### src/rtl/pipeline_stall_ctrl.sv
// pipeline_stall_ctrl: load-use bubbles, branch flushes and memory-access freeze for a 5-stage pipeline
module pipeline_stall_ctrl #(
  parameter int MEM_TIMEOUT = 16,
  parameter int CNT_W = 16
) (
  input  logic             clk_i,
  input  logic             rst_i,
  input  logic             start_i,
  input  logic             IDEX_MemRead_i,
  input  logic [4:0]       IDEX_RDaddr_i,
  input  logic [4:0]       IFID_RS1addr_i,
  input  logic [4:0]       IFID_RS2addr_i,
  input  logic             Branch_i,
  input  logic             EXMEM_MemRead_i,
  input  logic             EXMEM_MemWrite_i,
  input  logic             mem_ack_i,
  input  logic [31:0]      mem_rdata_i,
  output logic             PCWrite_o,
  output logic             IFID_Write_o,
  output logic             IFID_Flush_o,
  output logic             IDEX_Bubble_o,
  output logic             Pipe_Hold_o,
  output logic             mem_req_o,
  output logic             mem_we_o,
  output logic [31:0]      mem_rdata_o,
  output logic             error_o,
  output logic [CNT_W-1:0] stall_cnt_o
);
  typedef enum logic [1:0] {IDLE, WAIT, DONE} state_t;
  state_t state;
  logic [7:0] wait_cnt;
  logic lu, mem_stall, freeze, pending;
  always_comb begin
    pending = EXMEM_MemRead_i || EXMEM_MemWrite_i;
    lu = IDEX_MemRead_i && IDEX_RDaddr_i != 5'd0 &&
         (IDEX_RDaddr_i == IFID_RS1addr_i || IDEX_RDaddr_i == IFID_RS2addr_i);
    mem_stall = state == WAIT || (state == IDLE && pending);
    freeze = rst_i || !start_i || mem_stall;
    PCWrite_o = !freeze && !lu;
    IFID_Write_o = !freeze && !lu;
    Pipe_Hold_o = freeze;
    IDEX_Bubble_o = !freeze && lu;
    IFID_Flush_o = !freeze && !lu && Branch_i;
  end
  // DONE is the single unfrozen cycle that lets the finished access retire into MEM_WB
  always_ff @(posedge clk_i) begin
    if (rst_i) begin
      state <= IDLE;
      wait_cnt <= '0;
      mem_req_o <= 1'b0;
      mem_we_o <= 1'b0;
      mem_rdata_o <= '0;
      error_o <= 1'b0;
      stall_cnt_o <= '0;
    end else begin
      if (start_i && !PCWrite_o && stall_cnt_o != '1) stall_cnt_o <= stall_cnt_o + 1'b1;
      if (state == IDLE) begin
        if (start_i && pending) begin
          state <= WAIT;
          mem_req_o <= 1'b1;
          mem_we_o <= EXMEM_MemWrite_i;
          wait_cnt <= '0;
        end
      end else if (state == WAIT) begin
        wait_cnt <= wait_cnt + 8'd1;
        if (mem_ack_i) begin
          if (!mem_we_o) mem_rdata_o <= mem_rdata_i;
          mem_req_o <= 1'b0;
          mem_we_o <= 1'b0;
          state <= DONE;
        end else if (wait_cnt == 8'(MEM_TIMEOUT - 1)) begin
          mem_req_o <= 1'b0;
          mem_we_o <= 1'b0;
          mem_rdata_o <= '0;
          error_o <= 1'b1;
          state <= DONE;
        end
      end else begin
        state <= IDLE;
      end
    end
  end
endmodule

### config.mk
export PLATFORM = sky130hd
export DESIGN_NAME = pipeline_stall_ctrl
export DESIGN_NICKNAME = d
export VERILOG_FILES = /design/src/rtl/pipeline_stall_ctrl.sv
export SDC_FILE = /design/constraint.sdc
export NUM_CORES = 1
export LEC_CHECK = 0
export CAP_MARGIN = 40
export CORE_MARGIN = 2
export CORE_UTILIZATION = 30
export CTS_BUF_LIST = sky130_fd_sc_hd__clkbuf_8
export DETAILED_ROUTE_END_ITERATION = 8
export PLACE_DENSITY_LB_ADDON = 0.25
export SKIP_CTS_REPAIR_TIMING = 1
export SLEW_MARGIN = 40
export SYNTH_ARGS = -nofsm -noshare
export SYNTH_HDL_FRONTEND = slang
export SYNTH_SLANG_ARGS = --single-unit
### constraint.sdc
create_clock -name clk_i -period 3.4 [get_ports clk_i]
set_clock_uncertainty 0.05 [all_clocks]
set_input_delay 0.34 -clock clk_i [delete_from_list [all_inputs] [get_ports clk_i]]
set_output_delay 0.34 -clock clk_i [all_outputs]
set_load 0.01 [all_outputs]
# == After elaboration in Yosys (flattened, before gate mapping) ==
# Cells that the tools add are included.
# word_totals
reg_bits,61
input_bits,55
output_inout_bits,56
word_cells,65
# classes
n_mux,18
reduce_logical,28
n_eq_ne,8
bitwise,2
addsub,2
# op_table
cell,count
2-to-1 mux 32 bit,3
2-to-1 mux 8 bit,3
"adder 16 x 1 -> 16 bit, second input constant",1
"inequality test 16 bit, second input constant",1
== test 5 bit,2
2-to-1 mux 2 bit,5
logical AND 1 bit,9
"adder 8 x 1 -> 8 bit, second input constant",1
"== test 8 x 4 -> 1 bit, second input constant",1
AND reduction 4 bit,2
2-to-1 mux 1 bit,7
logical OR 1 bit,5
nonzero test 5 bit,1
logical NOT 1 bit,4
"inequality test 4 x 3 -> 1 bit, second input constant",1
AND reduction 2 bit,2
nonzero test 2 bit,2
AND reduction 3 bit,1
nonzero test 3 bit,1
"== test 2 x 1 -> 1 bit, second input constant",1
logical NOT 2 bit,1
"inequality test 2 x 1 -> 1 bit, second input constant",1
"inequality test 2 bit, second input constant",1
inverter 1 bit,2

# == Depth between registers and ports, before layout ==
# logic_depth
depth_word,9
ltp_mapped,8
ltp_nobuf,7

# == Least setup slack after synthesis ==
# OpenSTA, ideal clock, no wires.
# synth_timing
path_type,input to output
startpoint,input IDEX_RDaddr_i[1]
endpoint,output IFID_Flush_o
path_slack_ns,1.363
arrival_ns,1.647
path_stages,7
n_path_buf,2
cell_sequence,or4_1 o21ai_1 inv_1 a21oi_2 buf_6 buf_6 and2_1
# synth_via
elab_chain_len,6
# synth_rtl
item,line_no,rtl
start: declaration,10,"input logic [4:0] IDEX_RDaddr_i,"
== test 5 bit or nonzero test 5 bit (tied branches),"36, 35",
logical OR 1 bit or logical AND 1 bit (tied branches),"36, 35",
logical AND 1 bit (*),35,lu = IDEX_MemRead_i && IDEX_RDaddr_i != 5'd0 &&
logical NOT 1 bit (*),n/a,
logical AND 1 bit (*),n/a,
via IFID_Write_o,19,"output logic IFID_Write_o,"
logical AND 1 bit (*),43,IFID_Flush_o = !freeze && !lu && Branch_i;
end: declaration,20,"output logic IFID_Flush_o,"
# The timed path passes the listed nets; every way through them passes the cells marked *.

# == Worst setup path in the final report ==
# layout_timing
startpoint,input IDEX_RDaddr_i[1]
endpoint,output IFID_Flush_o
# layout_via
elab_chain_len,6
# layout_rtl
item,line_no
== test 5 bit or nonzero test 5 bit (tied branches),"36, 35"
logical OR 1 bit or logical AND 1 bit (tied branches),"36, 35"
logical AND 1 bit (*),35
logical NOT 1 bit (*),43
logical AND 1 bit (*) (2 in series),43
# Mark *: on every way between the ends. The rest lies on a longest branch, timed or not.

==> reports/results.ini <==
[hold_path]
worstHoldEndpoint = mem_rdata_o[21]
min_from = mem_rdata_o[21]
whs_path_depth = 2
hold_class = register to register

[power]
clock_power_share = 0.415
power_density_nw_per_um2 = 384
p_int_uw = 1210
power_switching_uw = 390
comb_power_share = 0.123
seqPwrFrac = 0.463
p_leak_uw = 0.00136
vdd.ir_drop.worst_uv = 178
p_sw_frac = 0.244

[worst_setup_path]
regToRegSetupSlack_ns = 1.34
critPathArrivalTime_ns = 2.41
r2r_end = mem_rdata_o[22]
end_kind = output pin
ff2ff_path_depth = 7
critPathKind = input pin to output pin
cp_num_buf_inv = 3
crit_chain = clkdlybuf4s50_1, or4_1, o21ai_1, inv_1, a21oi_2, and2_1, clkdlybuf4s50_1
crit_family = buffers and inverters
path_common_cell = clkdlybuf4s50_1
cpPeakStageDelay_ns = 0.55
cp-startpoint = IDEX_RDaddr_i[1]
cp-start-kind = input pin
slowest_stage = or4_1
regToRegStartpoint = wait_cnt[4]
crit_required_ns = 3.01
cp_max_fo = 4

[timing]
setup-tns-final_ns = 0
tightest_slew_ns = 0.693
max_freq_mhz = 357
rsz0062_at_grt = false
timing.hold.ws_ns = 0.398
maxSlewViolCount = 0
setup_viol = 0
post-route-period-util = 0.824
min_period_ns = 2.80
max_slew_margin = 0.538
final_hold_viol_count = 0

[clock_tree]
cts_buffers = 9
clk_latency_ns = 0.34
root_buffer = clkbuf_8
cts_tree = built
clk_pin_slew_ns = 0.06
htree_num_levels = 3
clk_path_buf_depth = 2
clock-sinks = 61

[global_route]
grt_antenna_before_repair = 0
grtUsageTotal = 0.152
grt_start_max_net_pins = 65
grt_pass1_vias = 2692
grt_pass1_wl_um = 12300
gr-total-overflow = 0

[drt]
num_vias = 2847
first_pass_iters = 4
drc = 0
via_per_inst = 5.08
routedWlPerCell_um = 13.6
drtIter0Drc = 84
wl_um = 7640
ant_nets = 0

[place]
dp_hpwl_um = 5240
portBuffers = 110
gp_congestion = 0.771
dpl-instance-area_um2 = 3940
place_inst = 544

[synth]
synth_edf_count = 0
synth_area_um2 = 2810
synth_warnings = 0
syn_avg_cell_area_um2 = 8.22
synth-seq-cells = 61
ys_seq_area_frac = 0.434
ys.flop_type = dfxtp_1
synth_cells = 342
ys_types = 42
async_flop_share = 0
syn_nets = 399

[layout]
area_delta_synth_final_pct = 47.8
final_cells = 560
final_util = 0.454
antenna_cells = 0
nNetsFinal = 502
n_fill_cell = 885
design_area_um2 = 4160
drive_above_1_share = 0.0802

[job]
cap_violations = 0

[die]
coreArea_um2 = 9150
start_util = 0.307
die_x_um = 101
die_area_um2 = 10200
io_pins = 111
fp.dieH_um = 101
num_rows = 35

[status]
status = finished clean

==> cell usage after synthesis (4+ instances only) <==
library cell / instances / share of area
a21oi_1: 55 / 0.098
and2_1: 4 / 0.0089
and3_1: 4 / 0.0089
buf_2: 8 / 0.014
buf_6: 5 / 0.020
clkbuf_1: 10 / 0.013
dfxtp_1: 61 / 0.43
nand2_1: 43 / 0.057
nand3_1: 49 / 0.087
nor2_1: 18 / 0.024
nor2b_1: 5 / 0.011
o21ai_0: 5 / 0.0089
o21ai_1: 8 / 0.014
o31ai_1: 6 / 0.016
or3_1: 7 / 0.016
or4_1: 7 / 0.019
xnor2_1: 10 / 0.031
==> state kept, by name (all words and copies together), names as in the netlist <==
signal,cells
mem_req_o,1
stall_cnt_o,16
mem_we_o,1
state,2
error_o,1
wait_cnt,8
mem_rdata_o,32
==> worst max-delay path by stage <==
stage                   end  slack (ns)  depth (start not counted)
2_1_floorplan  IFID_Flush_o        1.36                          7
3_3_place_gp   IFID_Flush_o        0.60                          7
3_5_place_dp   IFID_Flush_o        0.57                          7
4_1_cts        IFID_Flush_o        0.57                          7
5_1_grt        IFID_Flush_o        0.47                          7
6_report       IFID_Flush_o        0.60                          7
==> worst reg2reg max path, delay by kind of cell (launching register included) <==
family                 cells  cell delay (ns)
and+or+nand+nor            3             0.79
AOI/OAI and AO/OA          3             0.57
DFF                        1             0.35
buffers and inverters      1             0.23
==> area by class of cell <==
cell class | count | area, µm² | area share
Clock buffer | 11 | 151 | 0.0364
Multi-Input combinational cell | 255 | 1440 | 0.347
Clock inverter | 4 | 47.5 | 0.0114
Inverter | 2 | 7.51 | 0.00181
Sequential cell | 61 | 1220 | 0.294
Tap cell | 111 | 139 | 0.0334
Timing Repair Buffer | 116 | 1150 | 0.276
==> logic make-up after synthesis <==
kind of cell    share of synthesized area
flops                               0.434
xor+xnor                           0.0312
compound gates                      0.178
simple gates                        0.278
fa+ha+maj                         0.00890
buf+inv                            0.0530
mux                                0.0160
==> per-stage QoR <==
step | power, µW | setup WS (ns)
after global routing | 1660 | 0.470
after detailed placement | 950 | 0.570
final | 1600 | 0.597
after floorplan | 844 | 1.36
after CTS | 1620 | 0.570
after global placement | 947 | 0.602
==> power groups by stage <==
stage                     combinational, µW  clock (µW)  sequential (µW)
after floorplan                        86.1           0              758
after global placement                  193           0              754
after detailed placement                195           0              755
after CTS                               196         684              739
after global routing                    212         709              741
final                                   195         661              739
==> layer usage <==
metal	share of wire	vias up	GRT usage
met4	0.018	0	0.0632
met2	0.50	66	0.264
li1	-	1418	-
met3	0.047	11	0.0395
met5	0	-	0
met1	0.43	1352	0.176
==> layout by cell type (no fill, tap or decap), types with 3 or more instances in the layout <==
cell type        count
nor2b_1              5
and3_1               4
o21ai_0              5
and4_1               3
dfxtp_1             61
mux2_4               3
and2_1               4
buf_4                5
o21ai_1              8
nand2_1             43
clkdlybuf4s50_1    109
nand3_1             49
or4_1                7
xnor2_1             10
nand4_1              3
clkbuf_8            11
or3_1                7
o31ai_1              6
a21oi_1             55
nor2_1              18
Power figures use the tool's default switching activity.
